--- src/rtl/mops_sdo_pkg.sv ---
// mops_sdo_pkg
// Shared definitions for the emulated MOPS SDO responder:
//   - responder state and object-dictionary action enums
//   - CAN frame field positions (76-bit frame: COB-ID, RTR, bytes 0..7)
//   - SDO command specifiers, abort codes and object-dictionary indices
//   - le32: byte swap between a 32-bit value and CAN bytes 4..7 order
package mops_sdo_pkg;

    // Frame layout: [75:65] COB-ID, [64] RTR, [63:0] bytes 0..7 (byte0 at [63:56])
    localparam int FRAME_W    = 76;
    localparam int COB_HI     = 75;
    localparam int COB_LO     = 65;
    localparam int RTR_BIT    = 64;
    localparam int BYTE0_HI   = 63;
    localparam int BYTE1_HI   = 55;
    localparam int BYTE2_HI   = 47;
    localparam int BYTE3_HI   = 39;
    localparam int PAYLOAD_HI = 31;

    localparam logic [10:0] COB_REQ_BASE = 11'h600;
    localparam logic [10:0] COB_RSP_BASE = 11'h580;

    // SDO command specifiers
    localparam logic [7:0] CMD_UPLOAD_REQ   = 8'h40;
    localparam logic [7:0] CMD_DOWNLOAD4    = 8'h23;
    localparam logic [7:0] CMD_RSP_UPLOAD4  = 8'h43;
    localparam logic [7:0] CMD_RSP_UPLOAD2  = 8'h4B;
    localparam logic [7:0] CMD_RSP_UPLOAD1  = 8'h4F;
    localparam logic [7:0] CMD_RSP_DOWNLOAD = 8'h60;
    localparam logic [7:0] CMD_RSP_ABORT    = 8'h80;

    // SDO abort codes
    localparam logic [31:0] ABORT_BAD_CMD   = 32'h0504_0001;
    localparam logic [31:0] ABORT_NO_INDEX  = 32'h0602_0000;
    localparam logic [31:0] ABORT_BAD_SUB   = 32'h0609_0011;
    localparam logic [31:0] ABORT_ADC_FAULT = 32'h0800_0000;

    // Object dictionary indices
    localparam logic [15:0] OD_IDX_ADC     = 16'h2400;
    localparam logic [15:0] OD_IDX_SCRATCH = 16'h2200;

    typedef enum logic [2:0] {
        ST_IDLE,
        ST_DECODE,
        ST_ADC_WAIT,
        ST_DELAY,
        ST_SEND
    } sdo_state_t;

    typedef enum logic [2:0] {
        ACT_ADC,
        ACT_CONST,
        ACT_SCR_RD,
        ACT_SCR_WR,
        ACT_ABORT
    } od_action_t;

    // CAN carries multi-byte values little-endian in bytes 4..7, but byte4
    // sits in the most significant position of the frame, so the mapping in
    // either direction is a plain byte reversal.
    function automatic logic [31:0] le32(input logic [31:0] w);
        return {w[7:0], w[15:8], w[23:16], w[31:24]};
    endfunction

endpackage

--- src/rtl/mops_od_lookup.sv ---
// mops_od_lookup
// Combinational object-dictionary decoder for the SDO responder.
// Ports:
//   cmd        in  8  : SDO command specifier (request byte0)
//   index      in  16 : object index
//   sub        in  8  : object sub-index
//   action     out    : what the responder must do with the request
//   abort_code out 32 : abort code, meaningful when action == ACT_ABORT
module mops_od_lookup
    import mops_sdo_pkg::*;
#(
    parameter logic [5:0] N_ADC_CH = 6'd35
) (
    input  logic [7:0]  cmd,
    input  logic [15:0] index,
    input  logic [7:0]  sub,
    output od_action_t  action,
    output logic [31:0] abort_code
);

    // Command validity is checked first, then the index, then the sub-index.
    // The ADC table is read-only, so a download to it is a command error.
    always_comb begin
        action     = ACT_ABORT;
        abort_code = 32'h0;
        if (cmd != CMD_UPLOAD_REQ && cmd != CMD_DOWNLOAD4) begin
            abort_code = ABORT_BAD_CMD;
        end else if (index == OD_IDX_ADC) begin
            if (cmd == CMD_DOWNLOAD4) begin
                abort_code = ABORT_BAD_CMD;
            end else if (sub == 8'd0) begin
                action = ACT_CONST;
            end else if (sub <= {2'b00, N_ADC_CH}) begin
                action = ACT_ADC;
            end else begin
                abort_code = ABORT_BAD_SUB;
            end
        end else if (index == OD_IDX_SCRATCH) begin
            if (sub != 8'd0) begin
                abort_code = ABORT_BAD_SUB;
            end else if (cmd == CMD_UPLOAD_REQ) begin
                action = ACT_SCR_RD;
            end else begin
                action = ACT_SCR_WR;
            end
        end else begin
            abort_code = ABORT_NO_INDEX;
        end
    end

endmodule

--- src/rtl/mops_sdo_responder.sv ---
// mops_sdo_responder
// Emulated MOPS-side CANopen SDO responder (expedited upload/download).
// Ports:
//   clk, rst              : clock, asynchronous active-high reset
//   req_data/valid/ready  : incoming 76-bit CAN request frame
//   rsp_data/valid/ready  : outgoing 76-bit CAN response frame
//   adc_req/ch/ack/val    : ADC sample fetch handshake
//   busy                  : high whenever a transaction is in progress
//   abort_cnt             : saturating count of abort responses sent
module mops_sdo_responder
    import mops_sdo_pkg::*;
#(
    parameter logic [6:0]  NODE_ID     = 7'h3F,
    parameter logic [5:0]  N_ADC_CH    = 6'd35,
    parameter logic [15:0] RESP_DELAY  = 16'd8,
    parameter logic [15:0] ADC_TIMEOUT = 16'd1000
) (
    input  logic                clk,
    input  logic                rst,
    input  logic [FRAME_W-1:0]  req_data,
    input  logic                req_valid,
    output logic                req_ready,
    output logic [FRAME_W-1:0]  rsp_data,
    output logic                rsp_valid,
    input  logic                rsp_ready,
    output logic                adc_req,
    output logic [5:0]          adc_ch,
    input  logic                adc_ack,
    input  logic [11:0]         adc_val,
    output logic                busy,
    output logic [7:0]          abort_cnt
);

    localparam logic [10:0] COB_REQ = COB_REQ_BASE + {4'h0, NODE_ID};
    localparam logic [10:0] COB_RSP = COB_RSP_BASE + {4'h0, NODE_ID};

    // With no turnaround delay the DELAY state is skipped entirely so that
    // rsp_valid still rises two cycles after the accept.
    localparam sdo_state_t ST_AFTER_RSP = (RESP_DELAY == 16'd0) ? ST_SEND : ST_DELAY;

    sdo_state_t  state;
    sdo_state_t  state_nxt;
    logic [63:0] req_bytes;
    logic [31:0] scratch;
    logic [15:0] cnt;
    logic        rsp_is_abort;
    logic        req_match;
    logic        adc_timeout;
    logic [7:0]  req_cmd;
    logic [15:0] req_index;
    logic [7:0]  req_sub;
    od_action_t  od_action;
    logic [31:0] od_abort_code;

    assign req_cmd     = req_bytes[BYTE0_HI -: 8];
    assign req_index   = {req_bytes[BYTE2_HI -: 8], req_bytes[BYTE1_HI -: 8]};
    assign req_sub     = req_bytes[BYTE3_HI -: 8];
    assign req_match   = (req_data[COB_HI:COB_LO] == COB_REQ) && !req_data[RTR_BIT];
    assign adc_timeout = (cnt == ADC_TIMEOUT - 16'd1);

    assign req_ready = (state == ST_IDLE);
    assign busy      = (state != ST_IDLE);
    assign rsp_valid = (state == ST_SEND);
    assign adc_req   = (state == ST_ADC_WAIT);

    mops_od_lookup #(
        .N_ADC_CH (N_ADC_CH)
    ) u_od_lookup (
        .cmd        (req_cmd),
        .index      (req_index),
        .sub        (req_sub),
        .action     (od_action),
        .abort_code (od_abort_code)
    );

    // Response template: node response COB-ID, RTR clear, bytes 1..3 echoed
    // from the request, payload placed little-endian in bytes 4..7.
    function automatic logic [FRAME_W-1:0] build_rsp(input logic [7:0]  byte0,
                                                     input logic [23:0] echo,
                                                     input logic [31:0] payload);
        return {COB_RSP, 1'b0, byte0, echo, le32(payload)};
    endfunction

    // State register.
    always_ff @(posedge clk or posedge rst) begin
        if (rst) begin
            state <= ST_IDLE;
        end else begin
            state <= state_nxt;
        end
    end

    // Next-state logic. Frames not addressed to this node (or remote frames)
    // are accepted and silently dropped so the bus never stalls on them.
    // In ADC_WAIT an ack takes precedence over the timeout on the same cycle.
    always_comb begin
        state_nxt = state;
        unique case (state)
            ST_IDLE: begin
                if (req_valid && req_match) begin
                    state_nxt = ST_DECODE;
                end
            end
            ST_DECODE: begin
                if (od_action == ACT_ADC) begin
                    state_nxt = ST_ADC_WAIT;
                end else begin
                    state_nxt = ST_AFTER_RSP;
                end
            end
            ST_ADC_WAIT: begin
                if (adc_ack || adc_timeout) begin
                    state_nxt = ST_AFTER_RSP;
                end
            end
            ST_DELAY: begin
                if (cnt == RESP_DELAY - 16'd1) begin
                    state_nxt = ST_SEND;
                end
            end
            ST_SEND: begin
                if (rsp_ready) begin
                    state_nxt = ST_IDLE;
                end
            end
            default: state_nxt = ST_IDLE;
        endcase
    end

    // Shared cycle counter for the ADC timeout and the turnaround delay;
    // it restarts on every state change so each wait begins at zero.
    always_ff @(posedge clk or posedge rst) begin
        if (rst) begin
            cnt <= 16'd0;
        end else if (state_nxt != state) begin
            cnt <= 16'd0;
        end else if (state == ST_ADC_WAIT || state == ST_DELAY) begin
            cnt <= cnt + 16'd1;
        end
    end

    // Datapath: request latch, response builder, scratch register, ADC
    // channel select and abort statistics.
    always_ff @(posedge clk or posedge rst) begin
        if (rst) begin
            req_bytes    <= 64'h0;
            rsp_data     <= '0;
            scratch      <= 32'h0;
            adc_ch       <= 6'd0;
            rsp_is_abort <= 1'b0;
            abort_cnt    <= 8'h00;
        end else begin
            unique case (state)
                ST_IDLE: begin
                    if (req_valid) begin
                        req_bytes <= req_data[BYTE0_HI:0];
                    end
                end
                ST_DECODE: begin
                    rsp_is_abort <= (od_action == ACT_ABORT);
                    unique case (od_action)
                        ACT_ADC: begin
                            adc_ch <= 6'(req_sub - 8'd1);
                        end
                        ACT_CONST: begin
                            rsp_data <= build_rsp(CMD_RSP_UPLOAD1, req_bytes[BYTE1_HI -: 24],
                                                  {26'h0, N_ADC_CH});
                        end
                        ACT_SCR_RD: begin
                            rsp_data <= build_rsp(CMD_RSP_UPLOAD4, req_bytes[BYTE1_HI -: 24], scratch);
                        end
                        ACT_SCR_WR: begin
                            scratch  <= le32(req_bytes[PAYLOAD_HI:0]);
                            rsp_data <= build_rsp(CMD_RSP_DOWNLOAD, req_bytes[BYTE1_HI -: 24], 32'h0);
                        end
                        default: begin
                            rsp_data <= build_rsp(CMD_RSP_ABORT, req_bytes[BYTE1_HI -: 24], od_abort_code);
                        end
                    endcase
                end
                ST_ADC_WAIT: begin
                    if (adc_ack) begin
                        rsp_data <= build_rsp(CMD_RSP_UPLOAD2, req_bytes[BYTE1_HI -: 24],
                                              {20'h0, adc_val});
                    end else if (adc_timeout) begin
                        rsp_data     <= build_rsp(CMD_RSP_ABORT, req_bytes[BYTE1_HI -: 24], ABORT_ADC_FAULT);
                        rsp_is_abort <= 1'b1;
                    end
                end
                ST_SEND: begin
                    if (rsp_ready && rsp_is_abort && abort_cnt != 8'hFF) begin
                        abort_cnt <= abort_cnt + 8'd1;
                    end
                end
                default: begin
                end
            endcase
        end
    end

endmodule

--- config.mk ---
export PLATFORM = sky130hd
export DESIGN_NAME = mops_sdo_responder
export DESIGN_NICKNAME = d
export VERILOG_FILES = /design/src/rtl/mops_sdo_pkg.sv /design/src/rtl/mops_od_lookup.sv /design/src/rtl/mops_sdo_responder.sv
export SDC_FILE = /design/constraint.sdc
export NUM_CORES = 1
export LEC_CHECK = 0
export CAP_MARGIN = 20
export CORE_MARGIN = 3
export CORE_UTILIZATION = 51
export CTS_BUF_LIST = sky130_fd_sc_hd__clkbuf_16
export DETAILED_ROUTE_END_ITERATION = 7
export PLACE_DENSITY = 0.86
export SLEW_MARGIN = 15
export SYNTH_ARGS = -nofsm -noshare
export SYNTH_HDL_FRONTEND = slang
export SYNTH_SLANG_ARGS = --single-unit
--- constraint.sdc ---
create_clock -name clk -period 8.3 [get_ports clk]
set_input_delay 2.49 -clock clk [delete_from_list [all_inputs] [get_ports clk]]
set_output_delay 2.49 -clock clk [all_outputs]
set_load 0.03 [all_outputs]
==> metrics.yaml, run 1 <==
fmax_mhz: 214
power_density_nw_per_um2: 310
grt_max_degree: 135
yosys-top-cells-count: "dfrtp_1, mux2_2, nand2_1, nor2_1, o21ai_0"
die-height_um: 135
p_clk_share_pct: 24.2
worstSetupPathType: "flip-flop to output port"
min_path_cells: 1
power.leakage_nw: 4.74
port_buffers: 182
netlist_top_cells_area: "dfrtp_1, mux2_2, mux2_4, nand2_1, a22o_1"
grt_first_pass_wirelength_um: 31100
switchingPower_mw: 1.19
min_period_over_period_pct: 56.3
hold_viol_final: 0
place_ws_ns: 3.36
hold_class: "flip-flop to flip-flop"
crit_required_ns: 5.81
rsz0062_at_grt: "false"
die-area_sq_um: 18200
drtAntennaViolNets: 0
grt_pass1_vias: 5939
dp_hpwl_um: 13600
drt_iter0_markers: 352
drc: 0
grt_util_all_layers_pct: 21.6
synth_warnings: 0
cts-resized-gates: 0
ctsRootBufferMaster: "clkbuf_16"
swShare_pct: 34.9
setup_viol: 0
std_cell_rows: 46
status: "completed"
ys_seq_elements: 193
insertion_delay_ns: 0.43
yosysMostFrequentCell: "dfrtp_1"
wl_um: 19200
cts_tree: "built"
cap_violations: 0
synthDistinctLibCells: 61
rrSetupSlack_ns: 4.87
ioPinCount: 187
syn_inst: 669
hp-start: "rsp_data[59]$_DFFE_PP0P_"
synthesis.area_sq_um: 8480
p_int_mw: 2.22
grt_overflow: 0
clock-skew-final_ns: 0.0108
worstReg2RegEnd: "scratch[4]$_DFFE_PP0P_"
syn_to_final_growth_pct: 29.6
core_sq_um: 16100
worst_pin_slew_ns: 1.06
avgSynthCellArea_sq_um: 12.7
synthArstFlopShare_pct: 100
routedWlPerCell_um: 18.1
cp.arrival_ns: 2.18
setup_slack_ns: 3.63
hold_end: "rsp_data[59]$_DFFE_PP0P_"
fillers: 1181
drv_slew: 0
worstRegToRegCells: 6
final_layout_size_suffix_gt1_share_pct: 20.8
post-route-min-period_ns: 4.67
cts.sinks: 193
netlist.area_leader.share_pct: 56.9
seqPwrFrac_pct: 42.5
clk_path_buf_depth: 2
finalNetCount: 930
cts-buffers-inserted: 17
seq_area_frac_synth_pct: 56.9
antenna_found_initial: 1
endpoint_kind: "output port"
finalSetupTns_ns: 0
die_w_um: 135
initial_utilization_pct: 52.8
max_slew_margin_pct: 29.4
via_count: 5832
routabilityCongestion: 0.903
reg2reg_from: "req_bytes[32]$_DFFE_PP0P_"
cts_setup_buffers: 0
n_antenna_cell: 0
vdd_drop_max_mv: 0.186
worst_setup_path_start_kind: "flip-flop"
drtPass1Iterations: 5
p_comb_share_pct: 33.2
htree_levels: 4
via_per_inst: 5.49
crit_path_max_fanout: 11
ys.flop_type: "dfrtp_1"
synth_top_cell_by_area: "dfrtp_1"
synth-edff-count: 0
cts_hold_buf: 0
clk_pin_slew_worst_paths_ns: 0.07
logic make-up (layout without fill, tap and decap cells):
kind of cell / count (synthesis) / in the layout / synth area share, %
flops: 193 / 193 / 56.9
simple gates: 168 / 168 / 10.7
mux: 129 / 129 / 17.8
compound gates: 86 / 86 / 7.39
buf+inv: 62 / 236 / 3.85
xor+xnor: 26 / 26 / 2.68
fa+ha+maj: 4 / 4 / 0.590
other cells: 1 / 4 / 0.0442
power by group through the flow:
stage               logic (mW)  registers (mW)  clock network (mW)
finish                    1.13            1.45               0.827
global route              1.22            1.49               0.887
CTS                       1.14            1.45               0.843
detailed placement        1.14            1.46                   0
global placement          1.11            1.44                   0
floorplan                0.589            1.58                   0
layout by cell type (no fill, tap or decap), drive strengths merged, types with 3 or more instances in the layout:
cell and n:
and4 4, o31ai 3, nand4b 4, nand3 22, nand2b 6, xor2 15, mux2i 3, o21ai 26
clkbuf 17, nor2 31, nor4b 5, nor4 9, clkinv 8, a211oi 5, nor3 7, inv 24
ha 4, mux2 126, xnor2 11, nand2 42, o2bb2ai 3, a21oi 7, a41oi 3, conb 4
nor2b 3, and3 5, dfrtp 193, a21o 3, and4b 3, a22o 15, clkdlybuf4s50 182, nand4 13
and2 4, buf 4
stage by stage:
step / cell area (sq um) / hold WS, ns / total power [mW] / util [%] / instances
final: 11000 / 0.481 / 3.41 / 68.4 / 1062
after global routing: 11000 / 0.494 / 3.59 / 68.4 / 1062
after CTS: 11000 / 0.482 / 3.43 / 68.4 / 1062
after detailed placement: 10400 / 0.464 / 2.60 / 64.6 / 1030
after global placement: 10400 / 0.453 / 2.55 / 64.6 / 1030
after floorplan: 8490 / 0.446 / 2.17 / - / 672
worst max-delay path by stage:
stage / startpoint / to / slack (ns) / cells after the start
final: state[2]$_DFF_PP0_ / rsp_valid / 3.63 / 3
after global routing: state[2]$_DFF_PP0_ / rsp_valid / 3.55 / 3
after CTS: state[1]$_DFF_PP0_ / rsp_valid / 3.62 / 3
after detailed placement: adc_ack / rsp_data[54]$_DFFE_PP0P_ / 3.36 / 5
after global placement: adc_ack / rsp_data[44]$_DFFE_PP0P_ / 3.49 / 5
after floorplan: rst / abort_cnt[0]$_DFFE_PP0P_ / 0.55 / 1
final cells by class:
cell class                      instances  area (sq um)  share of cell area (%)
Clock buffer                           17           425                    3.87
Clock inverter                         15           190                    1.73
Inverter                               18          75.1                   0.683
Multi-Input combinational cell        417          3350                    30.5
Sequential cell                       193          4830                    43.9
Tap cell                              216           270                    2.46
Timing Repair Buffer                  186          1850                    16.8
sequential cells by signal (all words and copies together), names as in the netlist:
name	cells
abort_cnt	8
adc_ch	6
cnt	16
req_bytes	64
rsp_data	63
rsp_is_abort	1
scratch	32
state	3
worst max-delay path: stages (launching register included):
cell,delay [ns]
dfrtp_1,0.52
or3b_2,0.51
inv_1,0.07
clkdlybuf4s50_1,0.66
routing by layer:
metal  GRT usage (%)  up-vias  wire (um)  part of all wire, %
met5               0        -          9                0.047
met4            4.87        2        206                  1.1
met3            6.59       23       1540                  8.0
met2            34.9      221       9280                   48
met1            29.2     2873       8180                   43
li1                -     2713          -                    -
(Power assumes the default switching activity.)
==> inputs of run 2 (changes only) <==
--- a/config.mk
+++ b/config.mk
@@ -7,10 +7,10 @@
 export LEC_CHECK = 0
 export CAP_MARGIN = 20
 export CORE_MARGIN = 3
-export CORE_UTILIZATION = 51
+export CORE_UTILIZATION = 46
 export CTS_BUF_LIST = sky130_fd_sc_hd__clkbuf_16
 export DETAILED_ROUTE_END_ITERATION = 7
-export PLACE_DENSITY = 0.86
+export PLACE_DENSITY = 0.82
 export SLEW_MARGIN = 15
 export SYNTH_ARGS = -nofsm -noshare
 export SYNTH_HDL_FRONTEND = slang
==> constraint.sdc (replaced) <==
create_clock -name clk -period 4 [get_ports clk]
set_input_delay 1.2 -clock clk [delete_from_list [all_inputs] [get_ports clk]]
set_output_delay 1.2 -clock clk [all_outputs]
set_load 0.03 [all_outputs]
==> run 2 against run 1 <==
Effect of this change:
- critical path depth stayed put
- critical path type unchanged
- total power is 110% higher
- design area is 1.2% higher
- highest routed layer is now met4
==> metrics.yaml, run 2 (same netlist as run 1, synthesis figures left out) <==
cp.arrival_ns: 2.19  # about the same
dpl_cell_area_sq_um: 10500  # +1.3%
mostFrequentLayoutCells: "dfrtp_1, clkdlybuf4s50_1, mux2_2, nand2_1, nor2_1"
wl_um: 19700  # +2.7%
cts_setup_buffers: 0  # unchanged
worst_pin_slew_ns: 0.973  # -0.0857 ns
setup_viol: 0  # unchanged
cts_tree: "built"
power.leakage_nw: 4.80  # +1.1%
drc: 0  # unchanged
status: "completed"
layout_commonest_cell: "dfrtp_1"
min_period_over_period_pct: 84.7
grt_max_degree: 69  # -49%
crit_slowest_cell: "clkdlybuf4s50_1"
finalNetCount: 938  # +0.86%
power_density_nw_per_um2: 637  # +110%
cap_violations: 0  # unchanged
hold_viol_final: 0  # unchanged
finalSetupTns_ns: 0  # unchanged
die_w_um: 142  # +5.1%
port_buffers: 182  # unchanged
crit_chain: "or3b_2 > inv_1 > clkdlybuf4s50_1"
cts.sinks: 193  # unchanged
post-route-min-period_ns: 3.39
rsz0062_at_grt: "false"
antenna_found_initial: 0  # -1
top_regs: "req_bytes: 64 flops, rsp_data: 63 flops, scratch: 32 flops"
worst_setup_path_start_kind: "flip-flop"
worstSetupPathType: "flip-flop to output port"
fin_area_sq_um: 11100  # +1.2%
ioPinCount: 187  # unchanged
drtAntennaViolNets: 0  # unchanged
cts-resized-gates: 0  # unchanged
max_slew_margin_pct: 34.6  # +5.2 points
drv_slew: 0  # unchanged
syn_to_final_growth_pct: 31.2
initial_utilization_pct: 47.1  # -5.8 points
reg2reg_from: "req_bytes[32]$_DFFE_PP0P_"
worstReg2RegEnd: "rsp_data[18]$_DFFE_PP0P_"
cts-buffers-inserted: 17  # unchanged
cts_hold_buf: 0  # unchanged
fmax_mhz: 295
core_sq_um: 18000  # +12%
routedWlPerCell_um: 18.2  # +0.74%
hold_class: "flip-flop to flip-flop"
std_cell_rows: 49  # +6.5%
drtPass1Iterations: 7  # +2
via_count: 5911  # +1.4%
worstRegToRegCells: 7  # +1
die-area_sq_um: 20100  # +10%
via_per_inst: 5.46  # -0.61%
rrSetupSlack_ns: 1.07  # -3.80 ns
regMostFlops: "req_bytes"
die-height_um: 142  # +5.1%
dp_hpwl_um: 14400  # +5.9%
ctsRootBufferMaster: "clkbuf_16"
crit_path_max_fanout: 11  # unchanged
min_path_cells: 1  # unchanged
clk_pin_slew_worst_paths_ns: 0.07  # about the same
clock-skew-final_ns: 0.0120  # +0.00121 ns
insertion_delay_ns: 0.43  # about the same
htree_levels: 4  # unchanged
crit_path_max_incr_delay_ns: 0.66  # about the same
grt_util_all_layers_pct: 19.8  # -1.8 points
endpoint_kind: "output port"
routabilityCongestion: 0.947  # +4.9%
final_layout_size_suffix_gt1_share_pct: 21.5  # +0.74 points
grt_pass1_vias: 6154  # +3.6%
crit_end: "rsp_valid"
clk_path_buf_depth: 2  # unchanged
drt_iter0_markers: 265  # -25%
crit_required_ns: 2.80  # -3.01 ns
vdd_drop_max_mv: 0.369  # +98%
n_antenna_cell: 0  # unchanged
grt_overflow: 0  # unchanged
critPathLaunch: "state[2]$_DFF_PP0_"
grt_first_pass_wirelength_um: 31500  # +1.5%
largest_reg_flops: 64  # unchanged
==> run 2: changes by cell type in the layout (fill, tap and decap cells not counted), sizes merged <==
cell      delta
clkinvlp     +1
bufinv       -1
buf          +8
==> run 2: worst min-delay path by stage <==
stage / endpoint / from / slack (ns)
floorplan: scratch[10]$_DFFE_PP0P_ / req_bytes[18]$_DFFE_PP0P_ / 0.45
global placement: scratch[3]$_DFFE_PP0P_ / req_bytes[27]$_DFFE_PP0P_ / 0.45
detailed placement: scratch[10]$_DFFE_PP0P_ / req_bytes[18]$_DFFE_PP0P_ / 0.48
CTS: abort_cnt[7]$_DFFE_PP0P_ / abort_cnt[7]$_DFFE_PP0P_ / 0.49
global route: rsp_data[13]$_DFFE_PP0P_ / scratch[21]$_DFFE_PP0P_ / 0.51
finish: abort_cnt[7]$_DFFE_PP0P_ / abort_cnt[7]$_DFFE_PP0P_ / 0.49
==> run 2: area by class of cell <==
cell class	count	area [sq um]
clock buffer	17	425
tap	229	287
sequential	193	4830
multi-input combinational	417	3350
timing repair buffer	194	1970
clock inverter	15	189
inverter	18	71.3
fill	1434	6900
==> run 2: through the flow <==
| step | setup WS, ns | std cells | util, % | power (mW) | hold slack (ns) |
|---|---|---|---|---|---|
| 5_1_grt | 0.517 | 1083 | 61.7 | 7.46 | 0.515 |
| 2_1_floorplan | 0.310 | 672 | - | 4.51 | 0.446 |
| 3_5_place_dp | 0.682 | 1051 | 58.3 | 5.42 | 0.477 |
| 4_1_cts | 0.587 | 1083 | 61.7 | 7.14 | 0.493 |
| 3_3_place_gp | 0.755 | 1051 | 58.3 | 5.33 | 0.452 |
| 6_report | 0.613 | 1083 | 61.7 | 7.09 | 0.486 |
==> run 2: power by group <==
group          internal, mW  switching, mW  total (mW)
clock network         0.855          0.849        1.70
logic                  1.19           1.20        2.39
registers              2.53          0.463        3.00
total                  4.58           2.51        7.09
==> run 2: per-layer routing <==
layer  part of all wire (%)  GRT usage (%)
met4                    1.4           5.20
met5                      0              0
met3                    7.0           5.66
met2                     49           33.2
met1                     42           25.5
==> run 2: critical path, delay by kind of cell, from the launching register on <==
kind	cells	cell delay [ns]
flip-flops	1	0.50
AND/OR/NAND/NOR	1	0.53
buffers and inverters	2	0.73
==> inputs of run 3 (changes only) <==
--- a/config.mk
+++ b/config.mk
@@ -7,10 +7,10 @@
 export LEC_CHECK = 0
 export CAP_MARGIN = 20
 export CORE_MARGIN = 3
-export CORE_UTILIZATION = 46
+export CORE_UTILIZATION = 51
 export CTS_BUF_LIST = sky130_fd_sc_hd__clkbuf_16
 export DETAILED_ROUTE_END_ITERATION = 7
-export PLACE_DENSITY = 0.82
+export PLACE_DENSITY = 0.86
 export SLEW_MARGIN = 15
 export SYNTH_ARGS = -nofsm -noshare
 export SYNTH_HDL_FRONTEND = slang
==> constraint.sdc (replaced) <==
create_clock -name clk -period 3.4 [get_ports clk]
set_input_delay 1.02 -clock clk [delete_from_list [all_inputs] [get_ports clk]]
set_output_delay 1.02 -clock clk [all_outputs]
set_load 0.03 [all_outputs]
==> run 3 against run 2 <==
Effect of this change:
- die area is 9.4% lower
- combinational power is 17% higher
- core utilization is 7.2 points higher
- clock power is 15% higher
- flip-flop and latch count stayed put
- cell count is 1.3% lower
- sequential power is 18% higher
- setup slack worse by 0.41 ns
- global-route usage is 2.3 points higher
- wire length is 1.9% lower
- design area is 0.58% lower
- critical path type unchanged
- critical endpoint unchanged
==> metrics.yaml, run 3 (same netlist as run 1, synthesis figures left out) <==
status: "completed"
hold_class: "flip-flop to flip-flop"
drv_slew: 0  # unchanged
grt_overflow: 0  # unchanged
layout_commonest_cell: "dfrtp_1"
cts-resized-gates: 0  # unchanged
grt_util_all_layers_pct: 22.1  # +2.3 points
port_buffers: 182  # unchanged
crit_path_max_incr_delay_ns: 0.67  # about the same
grt_first_pass_wirelength_um: 31900  # +1.1%
grt_pass1_vias: 6111  # -0.70%
ioPinCount: 187  # unchanged
dpl_cell_area_sq_um: 10500  # -0.20%
crit_chain: "or3b_2 > inv_1 > clkdlybuf4s50_1"
cts_hold_buf: 0  # unchanged
finalNonFillerCells: 1069  # -1.3%
drtPass1Iterations: 5  # -2
power.leakage_nw: 4.79  # -0.13%
max_slew_margin_pct: 50.5  # +16 points
drc: 0  # unchanged
hp-start: "rsp_data[59]$_DFFE_PP0P_"
clk_path_buf_depth: 2  # unchanged
finalNetCount: 939  # +0.11%
drtAntennaViolNets: 0  # unchanged
dp_hpwl_um: 14000  # -2.6%
worstSetupPathType: "flip-flop to output port"
syn_to_final_growth_pct: 30.4
routedWlPerCell_um: 18.1  # -0.60%
critPathLaunch: "state[2]$_DFF_PP0_"
insertion_delay_ns: 0.42  # about the same
cts.sinks: 193  # unchanged
placed_cells: 1039  # -1.1%
final_layout_size_suffix_gt1_share_pct: 21.2  # -0.33 points
via_per_inst: 5.52  # +1.2%
fin_area_sq_um: 11100  # -0.58%
finalSetupTns_ns: 0  # unchanged
htree_levels: 4  # unchanged
crit_slowest_cell: "clkdlybuf4s50_1"
cap_violations: 0  # unchanged
crit_path_max_fanout: 11  # unchanged
largest_reg_flops: 64  # unchanged
vdd_drop_max_mv: 0.406  # +10%
cts-buffers-inserted: 17  # unchanged
std_cell_rows: 46  # -6.1%
die_w_um: 135  # -4.8%
min_period_over_period_pct: 94.1
die-area_sq_um: 18200  # -9.4%
n_antenna_cell: 0  # unchanged
cp.arrival_ns: 2.18  # about the same
drt_iter0_markers: 381  # +44%
mostFrequentLayoutCells: "dfrtp_1, clkdlybuf4s50_1, mux2_2, nand2_1, nor2_1"
initial_utilization_pct: 52.8  # +5.8 points
cts_setup_buffers: 0  # unchanged
ctsRootBufferMaster: "clkbuf_16"
power_density_nw_per_um2: 749  # +18%
top_regs: "req_bytes: 64 flops, rsp_data: 63 flops, scratch: 32 flops"
crit_required_ns: 2.38  # -0.42 ns
cts_tree: "built"
setup_viol: 0  # unchanged
hold_viol_final: 0  # unchanged
fmax_mhz: 313
regMostFlops: "req_bytes"
antenna_found_initial: 0  # unchanged
grt_max_degree: 99  # +43%
fin_util_pct: 68.9  # +7.2 points
reg2reg_from: "req_bytes[56]$_DFFE_PP0P_"
via_count: 5906  # -0.085%
clk_pin_slew_worst_paths_ns: 0.06  # about the same
die-height_um: 135  # -4.8%
worst_setup_path_start_kind: "flip-flop"
post-route-min-period_ns: 3.20
wl_um: 19400  # -1.9%
core_sq_um: 16100  # -11%
routabilityCongestion: 0.913  # -3.5%
worst_pin_slew_ns: 0.733  # -0.241 ns
p_total_mw: 8.28  # +17%
endpoint_kind: "output port"
rsz0062_at_grt: "false"
clock-skew-final_ns: 0.00909  # -0.00292 ns
==> run 3: final timing paths <==
path	cells after the start	to	slack (ns)
worst max-delay path	3	rsp_valid	0.20
worst min-delay path	1	rsp_data[59]$_DFFE_PP0P_	0.48
worst max register to register	6	scratch[9]$_DFFE_PP0P_	0.49
worst min register to register	1	rsp_data[59]$_DFFE_PP0P_	0.48
max in group asynchronous	3	scratch[30]$_DFFE_PP0P_	1.86
min in group asynchronous	3	rsp_data[36]$_DFFE_PP0P_	1.12
==> run 3: layout make-up <==
cell class | count | area, sq um
Sequential cell | 193 | 4830
Timing Repair Buffer | 195 | 1970
Inverter | 18 | 71.3
Tap cell | 216 | 270
Fill cell | 1137 | 5000
Clock buffer | 17 | 425
Multi-Input combinational cell | 417 | 3350
Clock inverter | 13 | 145
==> run 3: metrics by stage <==
stage / setup WS [ns] / hold slack, ns
after floorplan: -0.110 / 0.446
after global placement: 0.489 / 0.453
after CTS: 0.186 / 0.487
final: 0.201 / 0.485
after detailed placement: 0.425 / 0.469
after global routing: 0.0950 / 0.493
==> run 3: per-layer routing <==
layer / wire length [um] / GRT usage [%] / part of all wire, % / vias to the layer above
met5: 0 / 0 / 0 / -
met4: 156 / 5.21 / 0.81 / 0
met3: 1410 / 6.22 / 7.3 / 14
met2: 9510 / 36.0 / 49 / 183
met1: 8300 / 29.9 / 43 / 2979
li1: - / - / - / 2730
==> run 3: worst max-delay path: cells and delay by family (launching register included) <==
family | cells | cell delay, ns
buffers and inverters | 2 | 0.74
DFF | 1 | 0.50
and+or+nand+nor | 1 | 0.51
==> run 3: power by group <==
part           switching (mW)  internal, mW  leakage (nW)
Clock                   0.815          1.14         0.291
Combinational            1.40          1.40          2.04
Sequential              0.546          2.98          2.46
Total                    2.76          5.53          4.79
